## src/rtl/generador_pwm_multicanal.sv

```systemverilog
// Multi-channel PWM generator: internal sawtooth/triangle carrier, double-buffered
// period/duty/mode updates, and complementary gate outputs with dead-time insertion.
module generador_pwm_multicanal #(
  parameter int WIDTH    = 10,
  parameter int CHANNELS = 2,
  parameter int DEAD     = 3
) (
  input  logic                      clk,
  input  logic                      rst_n,
  input  logic                      enable,
  input  logic                      modo,
  input  logic [WIDTH-1:0]          periodo,
  input  logic [CHANNELS*WIDTH-1:0] Corri_Ref,
  input  logic                      carga,
  output logic [WIDTH-1:0]          Frec_Conm,
  output logic [CHANNELS-1:0]       Out_PWM,
  output logic [CHANNELS-1:0]       Out_PWM_H,
  output logic [CHANNELS-1:0]       Out_PWM_L,
  output logic                      fin_periodo,
  output logic                      pendiente
);

  localparam logic [0:0]       MODE_SAW = 1'b0;
  localparam logic [0:0]       MODE_TRI = 1'b1;
  localparam logic [0:0]       DIR_UP   = 1'b0;
  localparam logic [0:0]       DIR_DOWN = 1'b1;
  localparam logic [WIDTH-1:0] P_MAX    = '1;
  localparam logic [WIDTH-1:0] ONE      = WIDTH'(1);
  localparam logic [7:0]       DEAD_CNT = 8'(DEAD);

  logic [WIDTH-1:0]    carrier_reg, carrier_next;
  logic [0:0]          dir_reg, dir_next, mode_reg;
  logic                run_reg, fin_reg, pend_reg;
  logic                wrap, boundary;
  logic [WIDTH-1:0]    per_act_reg, per_sh_reg;
  logic [WIDTH-1:0]    duty_act_reg [CHANNELS];
  logic [WIDTH-1:0]    duty_sh_reg  [CHANNELS];
  logic [WIDTH-1:0]    ref_ch       [CHANNELS];
  logic [7:0]          dt_reg       [CHANNELS];
  logic [CHANNELS-1:0] out_reg, out_next, h_reg, l_reg, dt_done;

  // Carrier sequencing; a boundary is any cycle where the carrier is reloaded with 0
  // while running, including the first cycle after (re-)enable.
  always_comb begin
    wrap         = 1'b0;
    dir_next     = dir_reg;
    carrier_next = carrier_reg + ONE;
    if (mode_reg == MODE_TRI) begin
      if (dir_reg == DIR_UP) begin
        if (carrier_reg >= per_act_reg) begin
          if (per_act_reg <= ONE) begin
            wrap = 1'b1;
          end else begin
            carrier_next = carrier_reg - ONE;
            dir_next     = DIR_DOWN;
          end
        end
      end else begin
        if (carrier_reg <= ONE) wrap = 1'b1;
        else carrier_next = carrier_reg - ONE;
      end
    end else if (carrier_reg >= per_act_reg) begin
      wrap = 1'b1;
    end
    boundary = enable & (~run_reg | wrap);
    if (!enable || boundary) begin
      carrier_next = '0;
      dir_next     = DIR_UP;
    end
  end

  always_comb begin
    for (int i = 0; i < CHANNELS; i++) begin
      ref_ch[i]   = Corri_Ref[i*WIDTH +: WIDTH];
      out_next[i] = enable & run_reg & (duty_act_reg[i] > carrier_reg);
      dt_done[i]  = (dt_reg[i] == DEAD_CNT);
    end
  end

  always_ff @(posedge clk) begin
    if (!rst_n) begin
      carrier_reg <= '0;
      dir_reg     <= DIR_UP;
      mode_reg    <= MODE_SAW;
      run_reg     <= 1'b0;
      fin_reg     <= 1'b0;
      pend_reg    <= 1'b0;
      per_act_reg <= P_MAX;
      per_sh_reg  <= P_MAX;
      out_reg     <= '0;
      h_reg       <= '0;
      l_reg       <= '0;
      for (int i = 0; i < CHANNELS; i++) begin
        duty_act_reg[i] <= '0;
        duty_sh_reg[i]  <= '0;
        dt_reg[i]       <= '0;
      end
    end else begin
      carrier_reg <= carrier_next;
      dir_reg     <= dir_next;
      run_reg     <= enable;
      fin_reg     <= boundary;
      out_reg     <= out_next;
      if (carga) per_sh_reg <= periodo;
      // A load landing on a boundary bypasses the shadow and never leaves anything pending.
      if (boundary) begin
        pend_reg <= 1'b0;
        if (carga) begin
          per_act_reg <= periodo;
          mode_reg    <= modo;
        end else if (pend_reg) begin
          per_act_reg <= per_sh_reg;
          mode_reg    <= modo;
        end
      end else if (carga) begin
        pend_reg <= 1'b1;
      end
      for (int i = 0; i < CHANNELS; i++) begin
        if (carga) duty_sh_reg[i] <= ref_ch[i];
        if (boundary && carga) duty_act_reg[i] <= ref_ch[i];
        else if (boundary && pend_reg) duty_act_reg[i] <= duty_sh_reg[i];
        if (!enable || (out_next[i] != out_reg[i])) dt_reg[i] <= '0;
        else if (!dt_done[i]) dt_reg[i] <= dt_reg[i] + 8'd1;
        h_reg[i] <= enable & out_reg[i] & dt_done[i];
        l_reg[i] <= enable & ~out_reg[i] & dt_done[i];
      end
    end
  end

  assign Frec_Conm   = carrier_reg;
  assign Out_PWM     = out_reg;
  assign Out_PWM_H   = h_reg;
  assign Out_PWM_L   = l_reg;
  assign fin_periodo = fin_reg;
  assign pendiente   = pend_reg;

endmodule

```

## config.mk

```make
export PLATFORM = sky130hd
export DESIGN_NAME = generador_pwm_multicanal
export DESIGN_NICKNAME = d
export VERILOG_FILES = /design/src/rtl/generador_pwm_multicanal.sv
export SDC_FILE = /design/constraint.sdc
export NUM_CORES = 1
export LEC_CHECK = 0
export CAP_MARGIN = 10
export CORE_MARGIN = 2
export CORE_UTILIZATION = 49
export DETAILED_ROUTE_END_ITERATION = 8
export PLACE_DENSITY = 0.71
export SLEW_MARGIN = 5
export SYNTH_ARGS = -nofsm -noshare
export SYNTH_HDL_FRONTEND = slang
export SYNTH_SLANG_ARGS = --single-unit
```

## constraint.sdc

```tcl
create_clock -name clk -period 2.8 [get_ports clk]
set_clock_uncertainty 0.1 [all_clocks]
set_input_delay 0.28 -clock clk [delete_from_list [all_inputs] [get_ports clk]]
set_output_delay 0.28 -clock clk [all_outputs]
set_load 0.005 [all_outputs]
```

==> results of run 1 <==
## per-layer routing
metal,part of all wire,up-vias,wire length [um],global-route usage
met5,0,-,0,0
met3,0.043,12,463,0.0340
met1,0.48,1851,5170,0.269
li1,-,1900,-,-
met4,0.014,0,147,0.0705
met2,0.46,97,5020,0.318
## report_power, final
part | leakage (nW) | internal [mW] | switching, mW
clock network | 0.0976 | 0.377 | 0.485
logic | 1.44 | 0.133 | 0.146
registers | 0.956 | 1.58 | 0.0312
## critical path: cells and delay by family, from the launching register on
family                   cells  cell delay, ps
buffers and inverters        1             110
XOR/XNOR                     1             320
AND/OR/NAND/NOR              3             630
flip-flops                   1             430
AO/OA/AOI/OAI                2             480
adder cells (fa/ha/maj)      1             330
## metrics by stage
step	setup slack, ps	cells	power [mW]	instance area, sq um	hold slack (ps)
after floorplan	157	477	1.80	5050	313
after global placement	108	665	1.90	5790	359
after detailed placement	34.7	665	1.91	5790	358
after CTS	8.58	681	2.76	5980	362
after global routing	26.7	681	2.87	6010	375
final	132	681	2.75	6010	373
## cells by family after synthesis
kind of cell	after synthesis	synth area share
AO/OA/AOI/OAI	83	0.137
XOR/XNOR	17	0.0295
adder cells (fa/ha/maj)	35	0.0866
buffers and inverters	50	0.0433
flip-flops	97	0.495
multiplexers	13	0.0257
AND/OR/NAND/NOR	182	0.183
## area by class of cell
type / instances / area [sq um]
clock buffers: 10 / 149
clock inverters: 6 / 40.0
fillers: 854 / 4170
inverters: 30 / 113
multi-input cells: 330 / 2360
flip-flops and latches: 97 / 2500
well taps: 136 / 170
repair buffers: 72 / 671
## how the worst max path moves through the flow
stage / startpoint / endpoint / cells past startpoint
finish: Frec_Conm[9] / dt_reg[1][1] / 8
detailed placement: Frec_Conm[6] / dt_reg[1][6] / 8
floorplan: Frec_Conm[3] / dt_reg[0][0] / 9
global route: per_act_reg[7] / duty_act_reg[1][1] / 8
global placement: Frec_Conm[9] / dt_reg[1][5] / 8
CTS: Frec_Conm[6] / dt_reg[1][1] / 8
## synth_stat cells (3+ instances only)
| library cell | n |
|---|---|
| sky130_fd_sc_hd__a211o_1 | 3 |
| sky130_fd_sc_hd__a21o_1 | 5 |
| sky130_fd_sc_hd__a21oi_1 | 7 |
| sky130_fd_sc_hd__a22oi_1 | 10 |
| sky130_fd_sc_hd__a31oi_1 | 12 |
| sky130_fd_sc_hd__a32o_1 | 10 |
| sky130_fd_sc_hd__and2_1 | 4 |
| sky130_fd_sc_hd__and3_1 | 34 |
| sky130_fd_sc_hd__buf_6 | 3 |
| sky130_fd_sc_hd__clkbuf_1 | 13 |
| sky130_fd_sc_hd__dfxtp_1 | 41 |
| sky130_fd_sc_hd__edfxtp_1 | 56 |
| sky130_fd_sc_hd__ha_1 | 35 |
| sky130_fd_sc_hd__inv_1 | 30 |
| sky130_fd_sc_hd__mux2i_1 | 13 |
| sky130_fd_sc_hd__nand2_1 | 36 |
| sky130_fd_sc_hd__nand3_1 | 18 |
| sky130_fd_sc_hd__nand4_1 | 7 |
| sky130_fd_sc_hd__nor2_1 | 47 |
| sky130_fd_sc_hd__nor2b_1 | 4 |
| sky130_fd_sc_hd__nor3_1 | 17 |
| sky130_fd_sc_hd__nor4_1 | 3 |
| sky130_fd_sc_hd__o21ai_0 | 5 |
| sky130_fd_sc_hd__o21ai_1 | 3 |
| sky130_fd_sc_hd__o221ai_1 | 3 |
| sky130_fd_sc_hd__xnor2_1 | 9 |
| sky130_fd_sc_hd__xor2_1 | 8 |
## layout by cell type (no fill, tap or decap), drive strengths merged, types with 18 or more instances in the layout
| cell | synthesis | layout |
|---|---|---|
| edfxtp | 56 | 56 |
| clkdlybuf4s50 | 0 | 52 |
| nor2 | 48 | 48 |
| dfxtp | 41 | 41 |
| nand2 | 36 | 36 |
| ha | 35 | 35 |
| and3 | 34 | 34 |
| inv | 30 | 31 |
| buf | 7 | 20 |
| nand3 | 18 | 18 |
==> reports/summary.md, run 1 <==
The run finished with clean final reports. The post-CTS repair timing setup buffer count was 0; the final net count was 610. The height of the die was 106 um. STA classifies the critical path startpoint as a register. When the netlist entered floorplanning its net count stood at 547. The floorplan row count is 37, and the post-cts repair resize count is 0. The delay of the slowest cell on the worst path was 430 ps.

The average instance in the mapped netlist occupies 10.6 sq um. The core region is 0.0102 sq mm. The final routed DRC violation total is 0, and the fraction of registers with async set/reset is 0.

For the worst-skew pair, the clock arrives at the later sink with an insertion delay of 360 ps. The tools report the global-route wire length before repair as 17600 um. After clock tree synthesis, the clock-pin slew on the worst setup and hold paths is 100 ps. The clock passes through at most 2 buffers. Summed over all layers, the global routing overflow is 0.

The number of hold-slack violations in the final timing report was 0; the sequential element share of the synthesized area was 0.495. The worst hold path passes through 3 cells. Detailed routing inserted a total of 3860 vias. The end of the worst register-to-register path is dt_reg[1][1]. For this design the ratio of total power to cell area is 457 mW/mm^2. Initial standard-cell utilization of the core: 0.496. The tools report the endpoint class of the critical path as a register.

The slew at the pin closest to its max-slew limit is 768 ps. The wire length per cell after detailed routing came out at 15.9 um. The post-route core utilization is 0.590, and the timing-limited maximum frequency is 375 MHz. In this run, distinct cell masters in the synthesized netlist total 58. The count of nets left with antenna violations once routing finished came out at 0.

The final-layout setup total negative slack is 0 ps, and the number of top-level pins is 53. The antenna diode count came out at 0. The run gives 0 as the max-slew violation count.

From synthesis to final layout, the design area changed by 18.9%. The congestion estimate from routability-driven global placement came to 0.950. The count of input and output buffers is 52, and the path depth of the worst reg2reg path is 8. Counting flops with a built-in enable in the synthesized netlist gives 56. The worst path needs 2670 ps of the cycle, external delays included.

In the post-synthesis netlist, the biggest area contributors are sky130_fd_sc_hd__edfxtp_1, sky130_fd_sc_hd__dfxtp_1, sky130_fd_sc_hd__ha_1. Setup violations remaining at the end of the flow were counted as 0. The worst voltage drop across the vdd grid is 257 uV.

The classification of the worst setup path is register to register. The end point of the most critical hold path was mode_reg. The type of the most critical hold path is input pin to register. The tools report the max-slew headroom at the worst pin as 0.486.

The quantity of hold-fixing buffers added after cts came out at 0. Max-cap violations in this run came to 0. Share of final-layout standard cells stronger than drive strength 1: 0.116. Summed over all cells, the static leakage comes to 2.49 nW. The logs give 0.0111 sq mm for the total die area and 10800 um for the total length of routed wires. The most used flip-flop cell after synthesis is sky130_fd_sc_hd__edfxtp_1. The cell area that synthesis handed to floorplanning was 0.00505 sq mm. Setup repair after global routing left no endpoint under its margin.

In this run the most critical hold path is launched from modo. The worst register-to-register path has a setup slack of 130 ps. The wire-length estimate of the detail-placed layout is 8090 um. For this run, the number of Yosys warnings is 0. The logs give 97 for the clock net sink count and 3 for the depth of the CTS H-tree. Of all nets on the critical path, the largest fanout is 8.

The run gives 0 as the number of antenna violations at the first check in global routing. The part of the cycle the worst path needs came out at 0.953. In this run the horizontal extent of the chip is 106 um.

Number of buffers added by the clock tree synthesis step: 9. The synthesized design spends more area on one cell type than any other, namely sky130_fd_sc_hd__edfxtp_1. Data arrives at the worst endpoint at 2640 ps.

Entering global routing, the biggest net connects 48 pins. Data on the critical path is required at its endpoint by 2780 ps. The launch point of the worst reg-to-reg path was Frec_Conm[9]. The detailed router finished its first iteration with 177 violations. Traced cell by cell, the critical path runs through inv_1, ha_1, and4_1, and3_1, a22o_1, o31ai_2, xor2_1, nand2_2.

In the synthesized netlist, the number of instances is 477. The total track usage is 0.197. The run gives 4 as the iteration count of the initial detailed-routing pass. For the number of global-route vias before repair, the log shows 3694. The critical-path cell with the highest stage delay was sky130_fd_sc_hd__dfxtp_1. In the routed layout, each cell is associated on average with a via count of 5.67.

The area share of the leading cell type in the synthesized netlist was 0.333. The tree is rooted in a sky130_fd_sc_hd__clkbuf_8. TritonCTS built the clock tree. Flip-flop and latch count after synthesis: 97.
Note: power is estimated with default switching activity, not from simulation.
==> run 2, diff against run 1 <==
--- a/config.mk
+++ b/config.mk
@@ -9,6 +9,7 @@
 export CORE_MARGIN = 2
 export CORE_UTILIZATION = 49
 export DETAILED_ROUTE_END_ITERATION = 8
+export MAX_ROUTING_LAYER = met4
 export PLACE_DENSITY = 0.71
 export SLEW_MARGIN = 5
 export SYNTH_ARGS = -nofsm -noshare
==> run 2 against run 1 <==
Effect of this change: final cell count up 0.73%; register-to-register slack better by 20 ps; fmax up 0.71%; non-clock buffer count up 5; routed wire length up 2.0%; global-route usage up 1.3 points; combinational power about the same; final area up 0.98%; total power up 4.9%; utilization up 0.58 points; hold slack worse by 2.7 ps; sequential power about the same; highest routed layer unchanged.
==> reports/summary.md, run 2 (synthesis results as in run 1) <==
The run finished with clean final reports. The tools report the routability congestion estimate from global placement as 0.965 (was 0.950). The classification of the worst setup path was register to register (unchanged).

The largest net degree at the start of global routing came out at 48 (unchanged). The max-slew violation count was 0 (unchanged); the areal power density over the cells was 475 mW/mm^2 (was 457 mW/mm^2). The depth of the CTS H-tree was 3 (unchanged); the required time reported for the critical path endpoint was 2810 ps (was 2780 ps). The timing-limited maximum frequency is 378 MHz (was 375 MHz), and the final routed DRC violation total is 0 (unchanged). Clock net sink count: 97 (unchanged). The type of the most critical hold path is input pin to register (unchanged). The cell count after placement was 668 (was 665); the growth of design area from synthesis to finish was 20.1% (was 18.9%). The number of top-level pins is 53 (unchanged). The logs give 0.496 (unchanged) for the initial standard-cell utilization of the core and 686 (was 681) for the final cell count without fillers. The proportion of total power due to net switching works out to 0.231 (was 0.241). The endpoint class of the critical path is a register (unchanged).

The total length of routed wires was 11000 um (was 10800 um). The part of the cycle the worst path needs came out at 0.946 (was 0.953). The library cell used as clock root buffer was sky130_fd_sc_hd__clkbuf_8 (unchanged). The tools report the total track usage as 0.210 (was 0.197).

The number of vias per cell works out to 5.62 (was 5.67). Nature of the critical path startpoint: a register (unchanged). The width of the chip is 106 um (unchanged). The sequential fraction of design power was 0.558 (was 0.584). The insertion delay of the later-clocked pin in the worst-skew pair came out at 360 ps (about the same). Highest-count cells in the layout ignoring fill and taps: sky130_fd_sc_hd__edfxtp_1, sky130_fd_sc_hd__clkdlybuf4s50_1, sky130_fd_sc_hd__nor2_1, sky130_fd_sc_hd__dfxtp_1, sky130_fd_sc_hd__ha_1 (unchanged). For the worst-case register-to-register setup slack, the log shows 150 ps (was 130 ps).

The number of buffers added by the clock tree synthesis step is 9 (unchanged). The tools report the standby leakage power as 2.52 nW (was 2.49 nW). Core area: 0.0102 sq mm (unchanged). The number of global-route vias before repair was 3843 (was 3694). The clock period minus final worst setup slack was 2650 ps (was 2670 ps); the clock transition at the registers of the reported paths was 100 ps (about the same). The run gives 3858 (was 3860) as the total vias in the final route. The run gives 615 (was 610) as the final net count. Combinational power share: 0.096 (was 0.102).

The tools report the final design instance area without fill as 0.00607 sq mm (was 0.00601 sq mm). TritonCTS built the clock tree. Setup repair after global routing could not meet its margin everywhere. Slew at the pin closest to its max-slew limit: 636 ps (was 768 ps). The run gives 0 (unchanged) as the number of antenna violations at the first check in global routing. The final setup violation count was 0 (unchanged); the part of the power in the clock network was 0.346 (was 0.314). The count of input and output buffers is 52 (unchanged), and the violation count after the first detailed-route iteration is 236 (was 177).

The met2 wire length is 5110 um (was 5020 um). Most common cell after layout, fill and taps aside: sky130_fd_sc_hd__edfxtp_1 (unchanged). The share of final-layout standard cells stronger than drive strength 1 came out at 0.115 (was 0.116). The global-route wire length before repair is 18200 um (was 17600 um), and the quantity of hold-fixing buffers added after cts is 0 (unchanged). The run gives 2.22 mW (was 2.09 mW) as the internal power contribution. The critical hold path startpoint was modo (unchanged).

The final-layout setup total negative slack is 0 ps (unchanged). The tools report the launch point of the worst reg-to-reg path as per_act_reg[7] (was Frec_Conm[9]). For the floorplan row count, the log shows 37 (unchanged). Routed metal-1 wirelength: 5130 um (was 5170 um).

The switching power summed over all nets came out at 665 uW (was 663 uW). For the iteration count of the initial detailed-routing pass, the log shows 5 (was 4). The end point of the most critical hold path was mode_reg (unchanged). The height of the die is 106 um (unchanged). Number of maximum-capacitance violations: 0 (unchanged). The tools report the antenna diode count as 0 (unchanged).

Cell count of the worst hold path: 3 (unchanged). The placed standard-cell area came out at 0.00581 sq mm (was 0.00579 sq mm). The total die area was 0.0111 sq mm (unchanged); the wire length per cell after detailed routing was 16.1 um (was 15.9 um).

The leftover overflow at the end of global routing was 0 (unchanged). Worst voltage drop across the vdd grid: 230 uV (was 257 uV). The maximum buffer depth of the clock tree was 2 (unchanged). The largest fanout of any net on the critical path works out to 11 (was 8).

The max-slew headroom at the worst pin was 0.573 (was 0.486); the number of hold-slack violations in the final timing report was 0 (unchanged). The highest metal layer with signal wires is met4 (unchanged). The tools report the end of the worst register-to-register path as duty_act_reg[0][7] (was dt_reg[1][1]). Count of nets left with antenna violations after detail routing: 0 (unchanged). The path depth of the worst reg2reg path is 9 (was 8), and the routed length on met3 is 541 um (was 463 um). The half-perimeter wire length of the detailed placement result is 8300 um (was 8090 um), and the critical path data arrival time is 2660 ps (was 2640 ps).
-- run 2: worst max path at each step --
stage,from,end,depth (start not counted)
after floorplan,Frec_Conm[3],dt_reg[0][0],9
after global placement,Frec_Conm[9],dt_reg[1][5],8
after detailed placement,Frec_Conm[9],dt_reg[1][5],8
after CTS,Frec_Conm[9],dt_reg[1][7],8
after global routing,per_act_reg[4],duty_act_reg[0][3],9
final,per_act_reg[7],duty_act_reg[0][7],9
-- run 2: final cells by class --
cell class                      count  area [sq um]
Multi-Input combinational cell    330          2360
Sequential cell                    97          2500
Fill cell                         886          4120
Clock inverter                      6          90.1
Timing Repair Buffer               77           708
Inverter                           30           113
Tap cell                          136           170
Clock buffer                       10           128
-- run 2: metal layers --
metal	up-vias	GRT usage
li1	1912	-
met1	1809	0.279
met2	116	0.321
met3	21	0.0402
met4	0	0.0818
met5	-	-
-- run 2: power groups by stage --
| stage | Clock [mW] | Combinational, mW | Sequential [mW] |
|---|---|---|---|
| after global routing | 1.07 | 0.313 | 1.61 |
| after CTS | 1.01 | 0.274 | 1.61 |
| after global placement | 0 | 0.265 | 1.64 |
| after floorplan | 0 | 0.173 | 1.63 |
| after detailed placement | 0 | 0.272 | 1.64 |
| final | 0.998 | 0.278 | 1.61 |
-- run 2: through the flow --
step	util	setup slack [ps]	hold slack [ps]	total power, mW
floorplan	-	157	313	1.80
global placement	0.571	136	357	1.90
detailed placement	0.571	92.9	361	1.91
CTS	0.592	82.6	355	2.90
global route	0.596	-1.56	369	3.00
finish	0.596	151	371	2.88
-- run 2: critical path: stages, from the launching register on --
cell and delay [ps]:
sky130_fd_sc_hd__dfxtp_1 340, sky130_fd_sc_hd__inv_1 50, sky130_fd_sc_hd__ha_1 290, sky130_fd_sc_hd__a211oi_2 230
sky130_fd_sc_hd__nor2_1 90, sky130_fd_sc_hd__or3_4 390, sky130_fd_sc_hd__o211a_4 270, sky130_fd_sc_hd__o21ai_1 220
sky130_fd_sc_hd__inv_2 140, sky130_fd_sc_hd__a32o_1 270
-- run 2: what timing repair did --
item,CTS,global route
endpoints found under the hold margin,0,0
gates resized for setup,0,8
setup buffers,0,1
setup endpoints to repair,0,56
==> run 3, diff against run 2 <==
--- a/config.mk
+++ b/config.mk
@@ -6,11 +6,13 @@
 export NUM_CORES = 1
 export LEC_CHECK = 0
 export CAP_MARGIN = 10
+export CELL_PAD_IN_SITES_DETAIL_PLACEMENT = 0
+export CELL_PAD_IN_SITES_GLOBAL_PLACEMENT = 1
 export CORE_MARGIN = 2
-export CORE_UTILIZATION = 49
+export CORE_UTILIZATION = 45
 export DETAILED_ROUTE_END_ITERATION = 8
 export MAX_ROUTING_LAYER = met4
-export PLACE_DENSITY = 0.71
+export PLACE_DENSITY_LB_ADDON = 0.1
 export SLEW_MARGIN = 5
 export SYNTH_ARGS = -nofsm -noshare
 export SYNTH_HDL_FRONTEND = slang
==> run 3 against run 2 <==
Effect of this change: register-to-register slack improved by 30 ps; routed wire length hardly changed; via count down 2.1%; fmax grew 1.2%.
==> reports/summary.md, run 3 (synthesis results as in run 1) <==
Classification of the worst setup path: register to register (unchanged). The delay of the slowest cell on the worst path was 420 ps (was 390 ps); the overall power of the completed layout was 2.88 mW (about the same). The growth of design area from synthesis to finish came out at 21.1% (was 20.1%). The run gives 0 (unchanged) as the antenna diode count. The clock transition at the registers of the reported paths is 110 ps (was 100 ps), and the clock period minus final worst setup slack is 2620 ps (was 2650 ps). For the routability congestion estimate from global placement, the log shows 0.885 (was 0.965). The required time reported for the critical path endpoint is 2780 ps (was 2810 ps). The insertion delay of the later-clocked pin in the worst-skew pair came out at 360 ps (about the same). Part of the cycle the worst path needs: 0.935 (was 0.946).

The timing-limited maximum frequency is 382 MHz (was 378 MHz). Highest-count cells in the layout ignoring fill and taps: sky130_fd_sc_hd__edfxtp_1, sky130_fd_sc_hd__clkdlybuf4s50_1, sky130_fd_sc_hd__nor2_1, sky130_fd_sc_hd__dfxtp_1, sky130_fd_sc_hd__ha_1 (unchanged). The areal power density over the cells is 471 mW/mm^2 (was 475 mW/mm^2). The total die area is 0.0121 sq mm (was 0.0111 sq mm), and the path depth of the worst reg2reg path is 8 (was 9). The number of top-level pins is 53 (unchanged), and the total vias in the final route is 3777 (was 3858). The logs give 0 (unchanged) for the max-slew violation count and 2 (unchanged) for the maximum buffer depth of the clock tree.

The critical hold path startpoint is Out_PWM[1] (was modo). The critical path data arrival time is 2600 ps (was 2660 ps). The violation count after the first detailed-route iteration came out at 110 (was 236).

The end point of the most critical hold path is Out_PWM_L[1] (was mode_reg). The width of the chip was 110 um (was 106 um). The height of the die is 110 um (was 106 um).

The tools report the leftover overflow at the end of global routing as 0 (unchanged). The run finished with clean final reports. The most common cell after layout, fill and taps aside was sky130_fd_sc_hd__edfxtp_1 (unchanged). The worst-case register-to-register setup slack is 180 ps (was 150 ps), and the largest fanout of any net on the critical path is 8 (was 11). The initial standard-cell utilization of the core came out at 0.464 (was 0.496). The met1 global-route usage came out at 0.282 (was 0.279).

The tools report the library cell used as clock root buffer as sky130_fd_sc_hd__clkbuf_8 (unchanged). The slew at the pin closest to its max-slew limit was 537 ps (was 636 ps); the total track usage was 0.197 (was 0.210). The number of antenna violations at the first check in global routing is 0 (unchanged), and the floorplan row count is 38 (was 37).

The global-route met2 utilization came out at 0.296 (was 0.321). The run gives 0.0312 (was 0.0402) as the routing usage on met3. Standby leakage power: 2.55 nW (was 2.52 nW).

Number of vias per cell: 5.46 (was 5.62). The most heavily used metal layer in global routing is met2 (unchanged). The final worst hold slack is 378 ps (was 371 ps), and the number of hold-slack violations in the final timing report is 0 (unchanged). The logs give 0.639 (was 0.573) for the max-slew headroom at the worst pin and 331 uV (was 230 uV) for the worst voltage drop across the vdd grid. End of the worst register-to-register path: dt_reg[1][6] (was duty_act_reg[0][7]).

For the core area, the log shows 0.0109 sq mm (was 0.0102 sq mm). TritonCTS built the clock tree. Launch point of the worst reg-to-reg path: Frec_Conm[9] (was per_act_reg[7]). The half-perimeter wire length of the detailed placement result was 8500 um (was 8300 um); the count of input and output buffers was 52 (unchanged). The nature of the critical path startpoint was a register (unchanged).

The iteration count of the initial detailed-routing pass is 4 (was 5), and the count of nets left with antenna violations after detail routing is 0 (unchanged). Cells traversed along the worst timing path: inv_1, ha_1, and4_1, and3_1, a22o_1, o31ai_2, xor2_1, nand2_2 (was inv_1, ha_1, a211oi_2, nor2_1, or3_4, o211a_4, o21ai_1, inv_2, a32o_1). The number of maximum-capacitance violations was 0 (unchanged); the wire length per cell after detailed routing was 15.9 um (was 16.1 um).

The largest net degree at the start of global routing is 48 (unchanged), and the number of global-route vias before repair is 3542 (was 3843). Type of the most critical hold path: register to register (was input pin to register). The critical-path cell with the highest stage delay was sky130_fd_sc_hd__dfxtp_2 (was sky130_fd_sc_hd__or3_4). The final setup violation count was 0 (unchanged); the cell count of the worst hold path was 1 (was 3).

The final routed DRC violation total came out at 0 (unchanged). The endpoint class of the critical path was a register (unchanged). Kind of cell with the highest combined delay on the critical path: simple AND/OR/NAND/NOR gates (was compound AO/OA/AOI/OAI gates). The tools report the clock net sink count as 97 (unchanged). Global-route wire length before repair: 17800 um (was 18200 um). The final net count came out at 617 (was 615). The total length of routed wires came out at 11000 um (about the same). Setup repair after global routing left no endpoint under its margin. The run gives 3 (unchanged) as the depth of the CTS H-tree.

The share of final-layout standard cells stronger than drive strength 1 is 0.132 (was 0.115), and the buffer and inverter count on the worst path is 1 (was 2). The number of buffers added by the clock tree synthesis step came out at 9 (unchanged).
run 3: changes by cell type in the layout (fill, tap and decap cells not counted), moves of 2 or more:
cell / change
sky130_fd_sc_hd__buf_4: +2
sky130_fd_sc_hd__dfxtp_1: -2
sky130_fd_sc_hd__dfxtp_2: +2
sky130_fd_sc_hd__inv_8: +2
sky130_fd_sc_hd__nand2_1: -2
sky130_fd_sc_hd__nand2_2: +2
run 3: worst register-to-register path: cells and delay by family (launching register included):
| kind | cells | cell delay, ps |
|---|---|---|
| AO/OA/AOI/OAI | 2 | 470 |
| adder cells (fa/ha/maj) | 1 | 320 |
| XOR/XNOR | 1 | 300 |
| buffers and inverters | 1 | 100 |
| AND/OR/NAND/NOR | 3 | 620 |
| flip-flops | 1 | 420 |
run 3: cell type report:
| cell class | instances | area (sq um) |
|---|---|---|
| Sequential cell | 97 | 2500 |
| Timing Repair Buffer | 79 | 723 |
| Clock inverter | 7 | 95.1 |
| Multi-Input combinational cell | 330 | 2390 |
| Tap cell | 140 | 175 |
| Inverter | 30 | 113 |
| Clock buffer | 9 | 124 |
| Fill cell | 948 | 4770 |
run 3: how the worst max path moves through the flow:
stage,start,endpoint,slack [ps],cells past startpoint
3_3_place_gp,Frec_Conm[9],dt_reg[1][5],-20,8
6_report,Frec_Conm[9],dt_reg[1][6],180,8
4_1_cts,Frec_Conm[6],dt_reg[1][5],30,9
5_1_grt,per_act_reg[4],per_act_reg[5],9,10
3_5_place_dp,Frec_Conm[9],dt_reg[1][5],-30,8
2_1_floorplan,Frec_Conm[3],dt_reg[0][0],160,9
run 3: through the flow:
step,area (sq um),instances,TNS (ps),worst slack (ps),util
2_1_floorplan,5050,477,0,157,-
3_3_place_gp,5850,676,-140,-17.7,0.537
3_5_place_dp,5850,676,-231,-29.1,0.537
4_1_cts,6070,692,0,33.8,0.557
5_1_grt,6120,692,0,9.19,0.562
6_report,6120,692,0,183,0.562
run 3: routing by layer:
layer	vias to the layer above	routed length, um
li1	1912	-
met1	1762	5530
met2	94	4920
met3	9	457
met4	0	112
met5	-	0
run 3: power by group:
| part | switching [mW] | internal, mW |
|---|---|---|
| registers | 0.0301 | 1.58 |
| clock network | 0.553 | 0.442 |
| logic | 0.147 | 0.136 |
run 3: what timing repair did:
action,4_1_cts,5_1_grt
hold buffers,0,0
buffers inserted,0,0
setup endpoints to repair,8,61
resized for setup,2,13
